[src/rtl/fifo_drain_ctrl.sv]
`default_nettype none
// ============================================================================
// Module      : fifo_drain_ctrl
// Description : Read-side drain controller. On an accepted start it issues
//               exactly burst_len reads to a 1-cycle-latency FIFO and
//               forwards the words, in order, onto a valid/ready stream
//               through a 2-entry skid buffer.
// Revision    : 1.0 - initial release
// ============================================================================
module fifo_drain_ctrl #(
  parameter int DATA_WIDTH = 8,
  parameter int CNT_WIDTH  = 8
) (
  input  logic                  r_clk,
  input  logic                  rst,
  input  logic                  start,
  input  logic [CNT_WIDTH-1:0]  burst_len,
  input  logic                  fifo_empty,
  input  logic [DATA_WIDTH-1:0] fifo_dout,
  output logic                  fifo_re,
  output logic                  m_valid,
  input  logic                  m_ready,
  output logic [DATA_WIDTH-1:0] m_data,
  output logic                  busy,
  output logic                  done,
  output logic [CNT_WIDTH-1:0]  rd_count
);

  localparam logic [CNT_WIDTH-1:0] C_ONE = CNT_WIDTH'(1);

  typedef enum logic [1:0] {
    S_IDLE  = 2'd0,
    S_READ  = 2'd1,
    S_FLUSH = 2'd2
  } state_t;

  state_t                r_state;
  state_t                w_state_nxt;
  logic [CNT_WIDTH-1:0]  r_len;
  logic [CNT_WIDTH-1:0]  r_issued;
  logic [CNT_WIDTH-1:0]  r_rd_count;
  logic [1:0]            r_occ;
  logic                  r_inflight;
  logic [DATA_WIDTH-1:0] r_buf0;
  logic [DATA_WIDTH-1:0] r_buf1;

  logic w_start_ok;
  logic w_pop;
  logic w_push;
  logic w_room;
  logic w_re;
  logic w_last_pop;

  assign w_start_ok = start && (burst_len != '0);
  assign w_pop      = (r_occ != 2'd0) && m_ready;
  assign w_push     = r_inflight;
  // A word leaving this cycle frees its slot in time for the read issued now,
  // which is what keeps a full-rate stream at one word per cycle; occupancy
  // plus in-flight still never exceeds two after the edge.
  assign w_room     = ({1'b0, r_occ} + {2'b00, r_inflight}) < (3'd2 + {2'b00, w_pop});
  assign w_re       = (r_state == S_READ) && !fifo_empty && (r_issued < r_len) && w_room;
  assign w_last_pop = w_pop && (r_rd_count == (r_len - C_ONE));

  assign fifo_re  = w_re;
  assign m_valid  = (r_occ != 2'd0);
  assign m_data   = r_buf0;
  assign busy     = (r_state != S_IDLE);
  assign rd_count = r_rd_count;

  // State register.
  always_ff @(posedge r_clk or posedge rst) begin
    if (rst) r_state <= S_IDLE;
    else     r_state <= w_state_nxt;
  end

  // Next-state and done pulse; done coincides with the final accepted word.
  always_comb begin
    w_state_nxt = r_state;
    done        = 1'b0;
    case (r_state)
      S_IDLE:  if (w_start_ok) w_state_nxt = S_READ;
      S_READ:  if (w_re && ((r_issued + C_ONE) == r_len)) w_state_nxt = S_FLUSH;
      S_FLUSH: if (w_last_pop) begin
                 done        = 1'b1;
                 w_state_nxt = S_IDLE;
               end
      default: w_state_nxt = S_IDLE;
    endcase
  end

  // Burst length latch plus issued/accepted counters.
  always_ff @(posedge r_clk or posedge rst) begin
    if (rst) begin
      r_len      <= '0;
      r_issued   <= '0;
      r_rd_count <= '0;
      r_inflight <= 1'b0;
    end else begin
      r_inflight <= w_re;
      if ((r_state == S_IDLE) && w_start_ok) begin
        r_len      <= burst_len;
        r_issued   <= '0;
        r_rd_count <= '0;
      end else begin
        if (w_re)  r_issued   <= r_issued + C_ONE;
        if (w_pop) r_rd_count <= r_rd_count + C_ONE;
      end
    end
  end

  // Skid buffer: r_buf0 is always the oldest entry and only moves on a pop.
  always_ff @(posedge r_clk or posedge rst) begin
    if (rst) begin
      r_occ  <= 2'd0;
      r_buf0 <= '0;
      r_buf1 <= '0;
    end else begin
      case ({w_push, w_pop})
        2'b10:   r_occ <= r_occ + 2'd1;
        2'b01:   r_occ <= r_occ - 2'd1;
        default: r_occ <= r_occ;
      endcase
      if (w_push) begin
        if (w_pop) begin
          if (r_occ == 2'd2) begin
            r_buf0 <= r_buf1;
            r_buf1 <= fifo_dout;
          end else begin
            r_buf0 <= fifo_dout;
          end
        end else if (r_occ == 2'd0) begin
          r_buf0 <= fifo_dout;
        end else begin
          r_buf1 <= fifo_dout;
        end
      end else if (w_pop) begin
        r_buf0 <= r_buf1;
      end
    end
  end

endmodule
`default_nettype wire
[config.mk]
export PLATFORM = sky130hd
export DESIGN_NAME = fifo_drain_ctrl
export DESIGN_NICKNAME = d
export VERILOG_FILES = /design/src/rtl/fifo_drain_ctrl.sv
export SDC_FILE = /design/constraint.sdc
export NUM_CORES = 1
export LEC_CHECK = 0
export ABC_AREA = 0
export CORE_ASPECT_RATIO = 2
export CORE_MARGIN = 2
export CORE_UTILIZATION = 56
export CTS_BUF_LIST = sky130_fd_sc_hd__clkbuf_8
export DETAILED_ROUTE_END_ITERATION = 8
export HOLD_SLACK_MARGIN = 0.06
export MAX_ROUTING_LAYER = met4
export PLACE_DENSITY = 0.83
export SLEW_MARGIN = 25
export SYNTH_ARGS = -nofsm -noshare
export SYNTH_HDL_FRONTEND = slang
export SYNTH_SLANG_ARGS = --single-unit
[constraint.sdc]
create_clock -name r_clk -period 2.74 [get_ports r_clk]
set_clock_uncertainty 0.1 [all_clocks]
set_input_delay 0.274 -clock r_clk [delete_from_list [all_inputs] [get_ports r_clk]]
set_output_delay 0.274 -clock r_clk [all_outputs]
set_load 0.02 [all_outputs]
Word-level counts from Yosys, hierarchy flattened
Cells that the tools add are included.
{"block": "word_totals", "regBits": 45, "out_inout_bits": 20, "inputBits": 21, "elab_cells": 70}
{"block": "op_classes", "order_cmp": 2, "n_reduce_logical": 22, "add_sub_neg": 7, "n_eq_ne": 12, "muxes": 19}
{"op": "two-way mux 8 bit", "n": 12}
{"op": "adder 8 x 1 -> 8 bit (second input constant)", "n": 2}
{"op": "== test 8 bit", "n": 2}
{"op": "nonzero test 2 bit", "n": 7}
{"op": "logical AND 1 bit", "n": 8}
{"op": "less-than comparator 8 bit", "n": 1}
{"op": "nonzero test 8 bit", "n": 1}
{"op": "subtractor 8 x 1 -> 8 bit (second input constant)", "n": 1}
{"op": "== test 2 bit (second input constant)", "n": 3}
{"op": "two-way mux 2 bit", "n": 3}
{"op": "!= test 2 bit (second input constant)", "n": 3}
{"op": "one-hot mux 2 bit (3 select lines)", "n": 1}
{"op": "AND reduction 3 bit", "n": 2}
{"op": "== test 2 x 1 -> 1 bit (second input constant)", "n": 2}
{"op": "logical NOT 2 bit", "n": 2}
{"op": "!= test 2 x 1 -> 1 bit (second input constant)", "n": 2}
{"op": "one-hot mux 2 bit (2 select lines)", "n": 1}
{"op": "adder 2 x 1 -> 3 bit", "n": 1}
{"op": "adder 2 x 1 -> 3 bit (first input constant)", "n": 1}
{"op": "less-than comparator 3 bit", "n": 1}
{"op": "adder 2 x 1 -> 2 bit (second input constant)", "n": 1}
{"op": "two-way mux 1 bit", "n": 2}
{"op": "AND reduction 2 bit", "n": 1}
{"op": "subtractor 2 x 1 -> 2 bit (second input constant)", "n": 1}
{"op": "logical NOT 1 bit", "n": 1}

Depth between registers and ports, before layout
Gate-level depths: netlist of the first run.
{"block": "depth", "depth_word": 8, "mapped_depth": 9, "depth_no_buf": 8}

Least setup slack after synthesis of the first run
Ideal clock, no wire load.
{"block": "synth_timing", "kind": "register to output", "from": "register r_len[3]", "to": "output port done", "stages_incl_launch_ff": 8, "path_buffers": 1, "required_ps": 2366, "setup_slack_ps": 186, "t_arrival_ps": 2180, "cell_sequence": "dfrtp_1 > buf_2 > or4_4 > nor4_2 > xnor2_1 > nand4_1 > a211o_1 > nor3b_1"}
{"block": "synth_between", "elab_chain_cells": 5}
{"element": "start, declared", "line_no": "39", "source": "logic [CNT_WIDTH-1:0] r_len;"}
{"element": "start signal, assigned", "line_no": "101", "source": "r_len <= burst_len;"}
{"element": "subtractor 8 x 1 -> 8 bit", "line_no": "62", "source": "assign w_last_pop = w_pop && (r_rd_count == (r_len - C_ONE));"}
{"element": "== test 8 bit", "line_no": "62"}
{"element": "logical AND 1 bit", "line_no": "62"}
{"element": "two-way mux 1 bit", "line_no": "83", "source": "S_FLUSH: if (w_last_pop) begin"}
{"element": "two-way mux 1 bit", "line_no": "80", "source": "case (r_state)"}
{"element": "end, declared", "line_no": "25", "source": "output logic done,"}
Every way passes these cells.

Final worst setup path of the first run
{"block": "layout_timing", "from": "register r_len[2]", "to": "output port done"}
The elaborated chain is that of the path after synthesis.

==> results of run 1 <==
## through the flow
| stage | TNS [ps] | power, mW | cells | area [um^2] | worst slack [ps] |
|---|---|---|---|---|---|
| CTS | 0 | 3.98 | 381 | 3360 | 18.1 |
| floorplan | 0 | 2.57 | 267 | 2650 | 186 |
| global route | -18.3 | 4.26 | 381 | 3380 | -18.3 |
| finish | 0 | 3.99 | 381 | 3380 | 68.2 |
| detailed placement | -130 | 3.34 | 373 | 3230 | -130 |
| global placement | -118 | 3.25 | 373 | 3230 | -118 |
## worst max-delay path, delay by kind of cell (launching register included)
kind	cells	cell delay [ps]
XOR/XNOR	1	150
flip-flops	1	390
AO/OA/AOI/OAI	1	270
buffers and inverters	1	160
AND/OR/NAND/NOR	4	1030
## state kept, by name, indices dropped and copies added, names as in the netlist
signal,flops
r_buf1,8
r_state,2
r_occ,2
r_inflight,1
r_len,8
rd_count,8
m_data,8
r_issued,8
## layer usage
metal  track usage  wire [um]
met1         0.282       2250
met2         0.488       3610
met3        0.0339        267
met4         0.114        178
met5             -          0
## layout make-up
type	instances	area, um^2	share of cell area
multi-input cells	202	1470	0.436
flip-flops and latches	45	1130	0.333
repair buffers	57	524	0.155
clock buffers	5	68.8	0.0204
well taps	55	68.8	0.0204
clock inverters	3	65.1	0.0193
inverters	14	52.6	0.0155
## what timing repair did
| action | in CTS | in global routing |
|---|---|---|
| setup buffers | 0 | 0 |
| resized for setup | 7 | 4 |
| endpoints found under the setup margin | 2 | 2 |
## power breakdown
group          switching (mW)  internal, mW  leakage, nW  total [mW]
Sequential              0.293         0.957        0.553        1.25
Combinational            1.10          1.04        0.895        2.14
Clock                   0.235         0.362       0.0681       0.597
## logic make-up (layout without fill, tap and decap cells)
family / Yosys count / after routing
buf+inv: 20 / 79
mux: 19 / 19
fa+ha+maj: 14 / 14
flops: 45 / 45
simple gates: 89 / 89
xor+xnor: 32 / 32
compound gates: 48 / 48
## cell usage after synthesis (all sizes together), types with 2 or more instances
library cell	count	share of area
a21oi	5	0.0094
and3	4	0.0099
nor4b	2	0.0066
dfrtp	45	0.42
nor2	19	0.030
xor2	12	0.040
o21ai	23	0.045
nand2	26	0.037
o21a	3	0.0085
nand4	3	0.0071
inv	14	0.020
mux2i	10	0.038
nand3	8	0.017
nor3	3	0.0057
xnor2	20	0.066
or3	2	0.0047
nor3b	4	0.011
nor4	8	0.021
clkbuf	4	0.0057
ha	14	0.066
a211oi	2	0.0076
a22o	2	0.0066
nor2b	2	0.0047
mux2	9	0.038
or2	4	0.010
buf	2	0.0038
a211o	3	0.0099
## worst max-delay path by stage
stage | end | slack [ps] | cells past startpoint
final | done | 70 | 7
after global routing | done | -20 | 7
after CTS | done | 20 | 7
after detailed placement | done | -130 | 7
after global placement | done | -120 | 7
after floorplan | done | 190 | 7
==> summary.md, run 1 <==
| Metric | Value |
|---|---|
| Worst-Margin Slew | 552 ps |
| Post-layout min period | 2670 ps |
| Launch point of the worst path | r_len[2] |
| NumNets Final | 360 |
| Total die area | 0.00533 mm^2 |
| CTS tree | built |
| Initial core utilization | 0.576 |
| H-Tree Depth | 2 |
| Ant diodes | 0 |
| DR iter-0 viols | 42 |
| Synthesized area | 0.00265 mm^2 |
| R2R Path End | r_issued[7] |
| CTS Buf Count | 5 |
| Hold_ws | 238 ps |
| Syn avg cell area | 9.93 um^2 |
| Via-to-Cell Ratio | 5.85 |
| Placeable Area | 0.00460 mm^2 |
| Slew Viols, Final | 0 |
| Syn Nets | 302 |
| Slowest stage cell, crit path | or4_4 |
| Number of flops mapped to enable cells by yosys | 0 |
| FF-to-FF setup slack | 400 ps |
| Clock Root Buffer | clkbuf_8 |
| Most frequent cells in the layout | dfrtp_1, clkdlybuf4s50_1, nand2_1 |
| Async S/R FF share, synth | 1.00 |
| Grt ovf | 0 |
| Hold-fix buffers at CTS | 0 |
| Max VDD drop | 0.930 mV |
| Setup crit end kind | output pin |
| CP peak stage delay | 560 ps |
| FF-to-FF Start | r_len[1] |
| Post-synthesis mux area share | 0.0760 |
| Simple-Gate Fraction of Synth Area | 0.178 |
| FF+latch count, synth | 45 |
| Leakage | 1.52 nW |
| Seq/Total Area, Yosys | 0.425 |
| PwrDens | 1180 mW/mm^2 |
| Synth Warn # | 0 |
| Mapped Cells | 267 |
| Worst path required time | 2370 ps |
| Vias in the first global route | 2291 |
| Top FF cell, synth | dfrtp_1 |
| Area grow syn2layout | 27.5% |
| Most common cell after layout, fill and taps aside | dfrtp_1 |
| Clk sink count | 45 |
| TritonRoute pass-1 iters | 4 |
| Pin count of the biggest net entering global routing | 31 |
| WL/cell | 16.6 um |
| First-pass GRT wire length | 10.4 mm |
| Crit path DAT | 2300 ps |
| CP max FO | 2 |
| FILL cells | 345 |
| Cell Rows | 35 |
| Status | finished, final reports clean |
| GRT Overall Usage | 0.270 |
| Share of layout cells above drive strength 1 | 0.163 |
| Die width | 52.6 um |
| Clk slew on worst S/H paths | 90 ps |
| Worst skew pair latency | 300 ps |
| Cells along the critical path | or4_4 -> nor4_4 -> xnor2_1 -> nand4_1 -> a211o_1 -> nor3b_2 -> buf_4 |
| DRT Wirelength | 6.31 mm |
| Boundary pin count | 41 |
| Fin. Hold Viols | 0 |
| Unrepaired setup endpoints after global routing | true |
| Post-Synth Adder-Cell Area | 0.0661 |
| Routed vias | 2230 |
| # DRC | 0 |
| Initial antenna violation count | 0 |
| Post-DRT Antenna Nets | 0 |
| I/O Buffers | 40 |
| Placer Congestion | 0.879 |
| Tcrit/Tclk final | 0.975 |
| Slew margin rel. | 0.632 |
| Post-synthesis cell type count | 49 |
| Final setup violation count | 0 |
| Compound-Gate Fraction of Synth Area | 0.119 |
| Path depth of the worst reg2reg path | 10 |
| Hold Path Class | in -> async |
| Final Core Density | 0.735 |
| Critical path launch point type | flop |
| Clock buffer depth | 2 |
| Critical path class | reg -> out |
| Final HPWL DP | 4.82 mm |
| Main combinational cell family by area after synthesis | simple AND/OR/NAND/NOR gates |
| XOR/XNOR Fraction of Synth Area | 0.106 |
| Die H | 101 um |
| Peak Freq | 374 MHz |
| Max-capacitance violation count | 0 |
Note: power is estimated with default switching activity, not from simulation.
==> run 2, diff against run 1 <==
--- a/config.mk
+++ b/config.mk
@@ -8,12 +8,12 @@
 export ABC_AREA = 0
 export CORE_ASPECT_RATIO = 2
 export CORE_MARGIN = 2
-export CORE_UTILIZATION = 56
+export CORE_UTILIZATION = 50
 export CTS_BUF_LIST = sky130_fd_sc_hd__clkbuf_8
 export DETAILED_ROUTE_END_ITERATION = 8
 export HOLD_SLACK_MARGIN = 0.06
 export MAX_ROUTING_LAYER = met4
-export PLACE_DENSITY = 0.83
+export PLACE_DENSITY = 0.75
 export SLEW_MARGIN = 25
 export SYNTH_ARGS = -nofsm -noshare
 export SYNTH_HDL_FRONTEND = slang
==> summary.md, run 2 (synthesis gave the netlist of run 1 again) <==
| Metric | Value |
|---|---|
| Status | finished, final reports clean |
| Total die area | 0.00593 mm^2 (+11%) |
| Area after DPL | 0.00325 mm^2 (+0.81%) |
| CTS tree | built |
| CP Buf/Inv Count | 1 (unchanged) |
| Unrepaired setup endpoints after global routing | true |
| Cell Rows | 37 (+5.7%) |
| Die width | 55.5 um (+5.4%) |
| DRT Wirelength | 6.16 mm (-2.3%) |
| Max-capacitance violation count | 0 (unchanged) |
| Clock Root Buffer | clkbuf_8 |
| Post-DRT Antenna Nets | 0 (unchanged) |
| Leakage | 1.51 nW (-0.62%) |
| Critical path class | reg -> out |
| Hold-fix buffers at CTS | 0 (unchanged) |
| Power, Total | 3.77 mW (-5.3%) |
| I/O Buffers | 40 (unchanged) |
| CTS Buf Count | 5 (unchanged) |
| CP max FO | 2 (unchanged) |
| Share of layout cells above drive strength 1 | 0.164 (+0.00156) |
| Routed vias | 2183 (-2.1%) |
| Setup TNS | 0 ps (unchanged) |
| Final setup violation count | 0 (unchanged) |
| Most frequent cells in the layout | dfrtp_1, clkdlybuf4s50_1, nand2_1 |
| Grt ovf | 0 (unchanged) |
| Slew Viols, Final | 0 (unchanged) |
| Initial antenna violation count | 0 (unchanged) |
| Slew margin rel. | 0.462 (-0.170) |
| Worst path required time | 2370 ps (about the same) |
| PwrDens | 1120 mW/mm^2 (-4.7%) |
| Pin count of the biggest net entering global routing | 24 (-23%) |
| First-pass GRT wire length | 10.3 mm (-1.6%) |
| Placer Congestion | 0.912 (+3.8%) |
| Setup crit end kind | output pin |
| Cells along the critical path | or4_4 -> nor4_4 -> xnor2_1 -> nand4_1 -> a211o_1 -> nor3b_2 -> buf_4 |
| WL/cell | 15.9 um (-3.8%) |
| Final Core Density | 0.654 (-0.0812) |
| Ant diodes | 0 (unchanged) |
| Worst-Margin Slew | 802 ps (+250 ps) |
| Worst skew pair latency | 300 ps (about the same) |
| Final HPWL DP | 4.88 mm (+1.2%) |
| Die H | 107 um (+5.6%) |
| TritonRoute pass-1 iters | 4 (unchanged) |
| Most common cell after layout, fill and taps aside | dfrtp_1 |
| # DRC | 0 (unchanged) |
| Vias in the first global route | 2258 (-1.4%) |
| Clock buffer depth | 2 (unchanged) |
| CP peak stage delay | 540 ps (-20 ps) |
| Area grow syn2layout | 26.8% |
| Fin area | 0.00336 mm^2 (-0.59%) |
| Post-layout min period | 2680 ps (+5.26 ps) |
| Hold_ws | 222 ps (-15.7 ps) |
| H-Tree Depth | 2 (unchanged) |
| Crit path DAT | 2300 ps (about the same) |
| Peak Freq | 374 MHz (-0.20%) |
| Via-to-Cell Ratio | 5.64 (-3.6%) |
| Boundary pin count | 41 (unchanged) |
| GRT Overall Usage | 0.226 (-0.0439) |
| Cell family with most CP delay | simple AND/OR/NAND/NOR gates |
| Initial core utilization | 0.516 (-0.0606) |
| Placeable Area | 0.00514 mm^2 (+12%) |
| Slowest stage cell, crit path | or4_4 |
| Max VDD drop | 0.867 mV (-6.9%) |
| NumNets Final | 363 (+0.83%) |
| Tcrit/Tclk final | 0.977 (+0.00192) |
| DR iter-0 viols | 29 (-31%) |
| Critical path launch point type | flop |
| Hold Path Class | in -> async |
| Fin. Hold Viols | 0 (unchanged) |
| Clk slew on worst S/H paths | 90 ps (about the same) |
| Clk sink count | 45 (unchanged) |
[run 2: changes by cell type in the layout (fill, tap and decap cells not counted), sizes merged]
| cell | previous run | this run |
|---|---|---|
| buf | 18 | 21 |
| bufinv | 2 | 0 |
| clkinv | 1 | 2 |
| clkinvlp | 0 | 1 |
[run 2: worst reg2reg max path, delay by kind of cell (launching register included)]
| family | cells | cell delay, ps |
|---|---|---|
| buf+inv | 3 | 490 |
| simple gates | 2 | 460 |
| fa+ha+maj | 1 | 260 |
| flops | 1 | 390 |
| compound gates | 3 | 420 |
| xor+xnor | 1 | 170 |
[run 2: per-stage QoR]
stage / instances / setup slack [ps]
3_5_place_dp: 379 / -149
6_report: 387 / 63.0
3_3_place_gp: 379 / -124
2_1_floorplan: 267 / 186
5_1_grt: 387 / -16.5
4_1_cts: 387 / 35.2
[run 2: repair_timing]
item	in CTS	in global routing
buffers inserted	0	0
endpoints found under the hold margin	0	0
endpoints found under the setup margin	2	1
resized for setup	8	2
pin swaps	0	0
[run 2: path summary, 6_finish.rpt]
path	from	end	slack [ps]	depth (start not counted)
min in group r_clk	m_data[4]	m_data[4]	390	2
max reg2reg	r_len[2]	r_issued[7]	350	10
min	rst	rd_count[6]	220	2
max	r_len[3]	done	60	7
min reg2reg	m_data[4]	m_data[4]	390	2
max in group asynchronous	rst	m_data[7]	1700	3
[run 2: area by class of cell]
cell class                 instances  area (um^2)
inverter                          14         52.6
sequential                        45         1130
fill                             443         1780
multi-input combinational        202         1470
clock buffer                       5         68.8
clock inverter                     3         21.3
timing repair buffer              60          547
tap                               58         72.6
[run 2: report_power, final]
part           internal (mW)  total [mW]  switching, mW
logic                   1.03        2.10           1.07
clock network          0.181       0.420          0.239
registers              0.957        1.25          0.293
[run 2: per-layer routing]
layer | share of wire | wire length, um | up-vias | track usage
met5 | 0 | 0 | - | -
met4 | 0.028 | 174 | 0 | 0.103
met1 | 0.38 | 2360 | 1056 | 0.224
li1 | - | - | 1067 | -
met3 | 0.030 | 186 | 13 | 0.0302
met2 | 0.56 | 3440 | 47 | 0.427
==> run 3, diff against run 2 <==
--- a/config.mk
+++ b/config.mk
@@ -13,7 +13,7 @@
 export DETAILED_ROUTE_END_ITERATION = 8
 export HOLD_SLACK_MARGIN = 0.06
 export MAX_ROUTING_LAYER = met4
-export PLACE_DENSITY = 0.75
+export PLACE_DENSITY = 0.86
 export SLEW_MARGIN = 25
 export SYNTH_ARGS = -nofsm -noshare
 export SYNTH_HDL_FRONTEND = slang
==> summary.md, run 3 (synthesis gave the netlist of run 1 again) <==
| Metric | Value |
|---|---|
| Status | finished, final reports clean |
| Fin. Hold Viols | 0 (unchanged) |
| Hold-fix buffers at CTS | 0 (unchanged) |
| CP Buf/Inv Count | 1 (unchanged) |
| PwrDens | 1160 mW/mm^2 (+3.0%) |
| Leakage | 1.52 nW (+0.72%) |
| WL/cell | 17.0 um (+6.8%) |
| Die width | 55.5 um (unchanged) |
| H-Tree Depth | 2 (unchanged) |
| CP max FO | 2 (unchanged) |
| Clock Root Buffer | clkbuf_8 |
| Slew Viols, Final | 0 (unchanged) |
| Share of layout cells above drive strength 1 | 0.159 (-0.00511) |
| Die H | 107 um (unchanged) |
| Ant diodes | 0 (unchanged) |
| Launch point of the worst path | r_len[2] |
| Most frequent cells in the layout | dfrtp_1, clkdlybuf4s50_1, nand2_1 |
| Slowest stage cell, crit path | or4_4 |
| CTS tree | built |
| # DRC | 0 (unchanged) |
| Pin count of the biggest net entering global routing | 27 (+13%) |
| Hold Path Class | in -> async |
| Worst path required time | 2370 ps (about the same) |
| First-pass GRT wire length | 10.8 mm (+5.6%) |
| Max-capacitance violation count | 0 (unchanged) |
| Clk sink count | 45 (unchanged) |
| Routed vias | 2217 (+1.6%) |
| Peak Freq | 379 MHz (+1.3%) |
| Initial antenna violation count | 0 (unchanged) |
| Tcrit/Tclk final | 0.964 (-0.0129) |
| Grt ovf | 0 (unchanged) |
| Power, Total | 3.90 mW (+3.3%) |
| CTS Buf Count | 5 (unchanged) |
| Placeable Area | 0.00514 mm^2 (unchanged) |
| Area grow syn2layout | 27.1% |
| Setup TNS | 0 ps (unchanged) |
| Post-layout min period | 2640 ps (-35.3 ps) |
| CP peak stage delay | 550 ps (about the same) |
| Final setup violation count | 0 (unchanged) |
| Total die area | 0.00593 mm^2 (unchanged) |
| DRT Wirelength | 6.54 mm (+6.2%) |
| Vias in the first global route | 2365 (+4.7%) |
| Finished Layout Cells | 385 (-0.52%) |
| Cell family with most CP delay | simple AND/OR/NAND/NOR gates |
| Cells along the critical path | or4_4 -> nor4_4 -> xnor2_1 -> nand4_1 -> a211o_1 -> nor3b_2 -> buf_2 |
| Cell Rows | 37 (unchanged) |
| Most common cell after layout, fill and taps aside | dfrtp_1 |
| GRT Overall Usage | 0.244 (+0.0184) |
| Area after DPL | 0.00324 mm^2 (-0.46%) |
| Critical path launch point type | flop |
| Initial core utilization | 0.516 (unchanged) |
| Worst-Margin Slew | 537 ps (-265 ps) |
| Post-DRT Antenna Nets | 0 (unchanged) |
| Crit path DAT | 2270 ps (-30 ps) |
| Clock buffer depth | 2 (unchanged) |
| FF-to-FF Start | r_len[4] |
| Setup crit end kind | output pin |
| Max VDD drop | 0.899 mV (+3.7%) |
| Fin area | 0.00337 mm^2 (+0.26%) |
| NumNets Final | 361 (-0.55%) |
| Final HPWL DP | 4.97 mm (+1.8%) |
| Via-to-Cell Ratio | 5.76 (+2.1%) |
| Clk slew on worst S/H paths | 80 ps (about the same) |
| Placer Congestion | 0.909 (-0.30%) |
| Worst skew pair latency | 300 ps (about the same) |
| TritonRoute pass-1 iters | 4 (unchanged) |
| Critical path class | reg -> out |
| Post-CTS setup buffer count | 0 (unchanged) |
| Slew margin rel. | 0.641 (+0.179) |
| Inst Count DP | 377 (-0.53%) |
| DR iter-0 viols | 37 (+28%) |
| Boundary pin count | 41 (unchanged) |
| I/O Buffers | 40 (unchanged) |
| FILL cells | 380 (-14%) |
## run 3: layout make-up
type,count,area [um^2],area share
multi-input combinational,202,1470,0.437
sequential,45,1130,0.334
timing repair buffer,58,529,0.157
clock buffer,6,82.6,0.0245
tap,58,72.6,0.0215
inverter,14,52.6,0.0156
clock inverter,2,33.8,0.0100
## run 3: layer usage
metal	track usage	vias to the layer above	wire length, um
met5	-	-	0
met4	0.143	0	252
met3	0.0374	19	238
met2	0.452	57	3700
met1	0.233	1084	2360
li1	-	1057	-
## run 3: path summary, 6_finish.rpt
kind | to | slack [ps] | depth (start not counted)
worst max-delay path | done | 100 | 7
worst min-delay path | r_inflight | 230 | 2
worst max register to register | r_issued[7] | 380 | 10
worst min register to register | m_data[6] | 390 | 2
max in group asynchronous | r_state[1] | 1750 | 3
min in group r_clk | m_data[6] | 390 | 2
## run 3: through the flow
| stage | utilization | setup WS, ps | hold slack, ps |
|---|---|---|---|
| after detailed placement | 0.630 | -49.0 | 375 |
| after CTS | 0.652 | 49.9 | 282 |
| after floorplan | - | 186 | 291 |
| final | 0.655 | 98.3 | 225 |
| after global routing | 0.655 | -34.5 | 280 |
| after global placement | 0.630 | -43.4 | 366 |
## run 3: timing repair
action                                  4_1_cts  5_1_grt
resized for setup                             6        3
pin swaps                                     0        0
cloned                                        0        0
endpoints found under the setup margin        2        1
## run 3: power by group
| group | switching, mW | internal, mW | total (mW) | leakage (nW) |
|---|---|---|---|---|
| combinational | 1.09 | 1.03 | 2.12 | 0.902 |
| clock | 0.229 | 0.294 | 0.522 | 0.0626 |
| sequential | 0.301 | 0.957 | 1.26 | 0.553 |
| total | 1.62 | 2.28 | 3.90 | 1.52 |
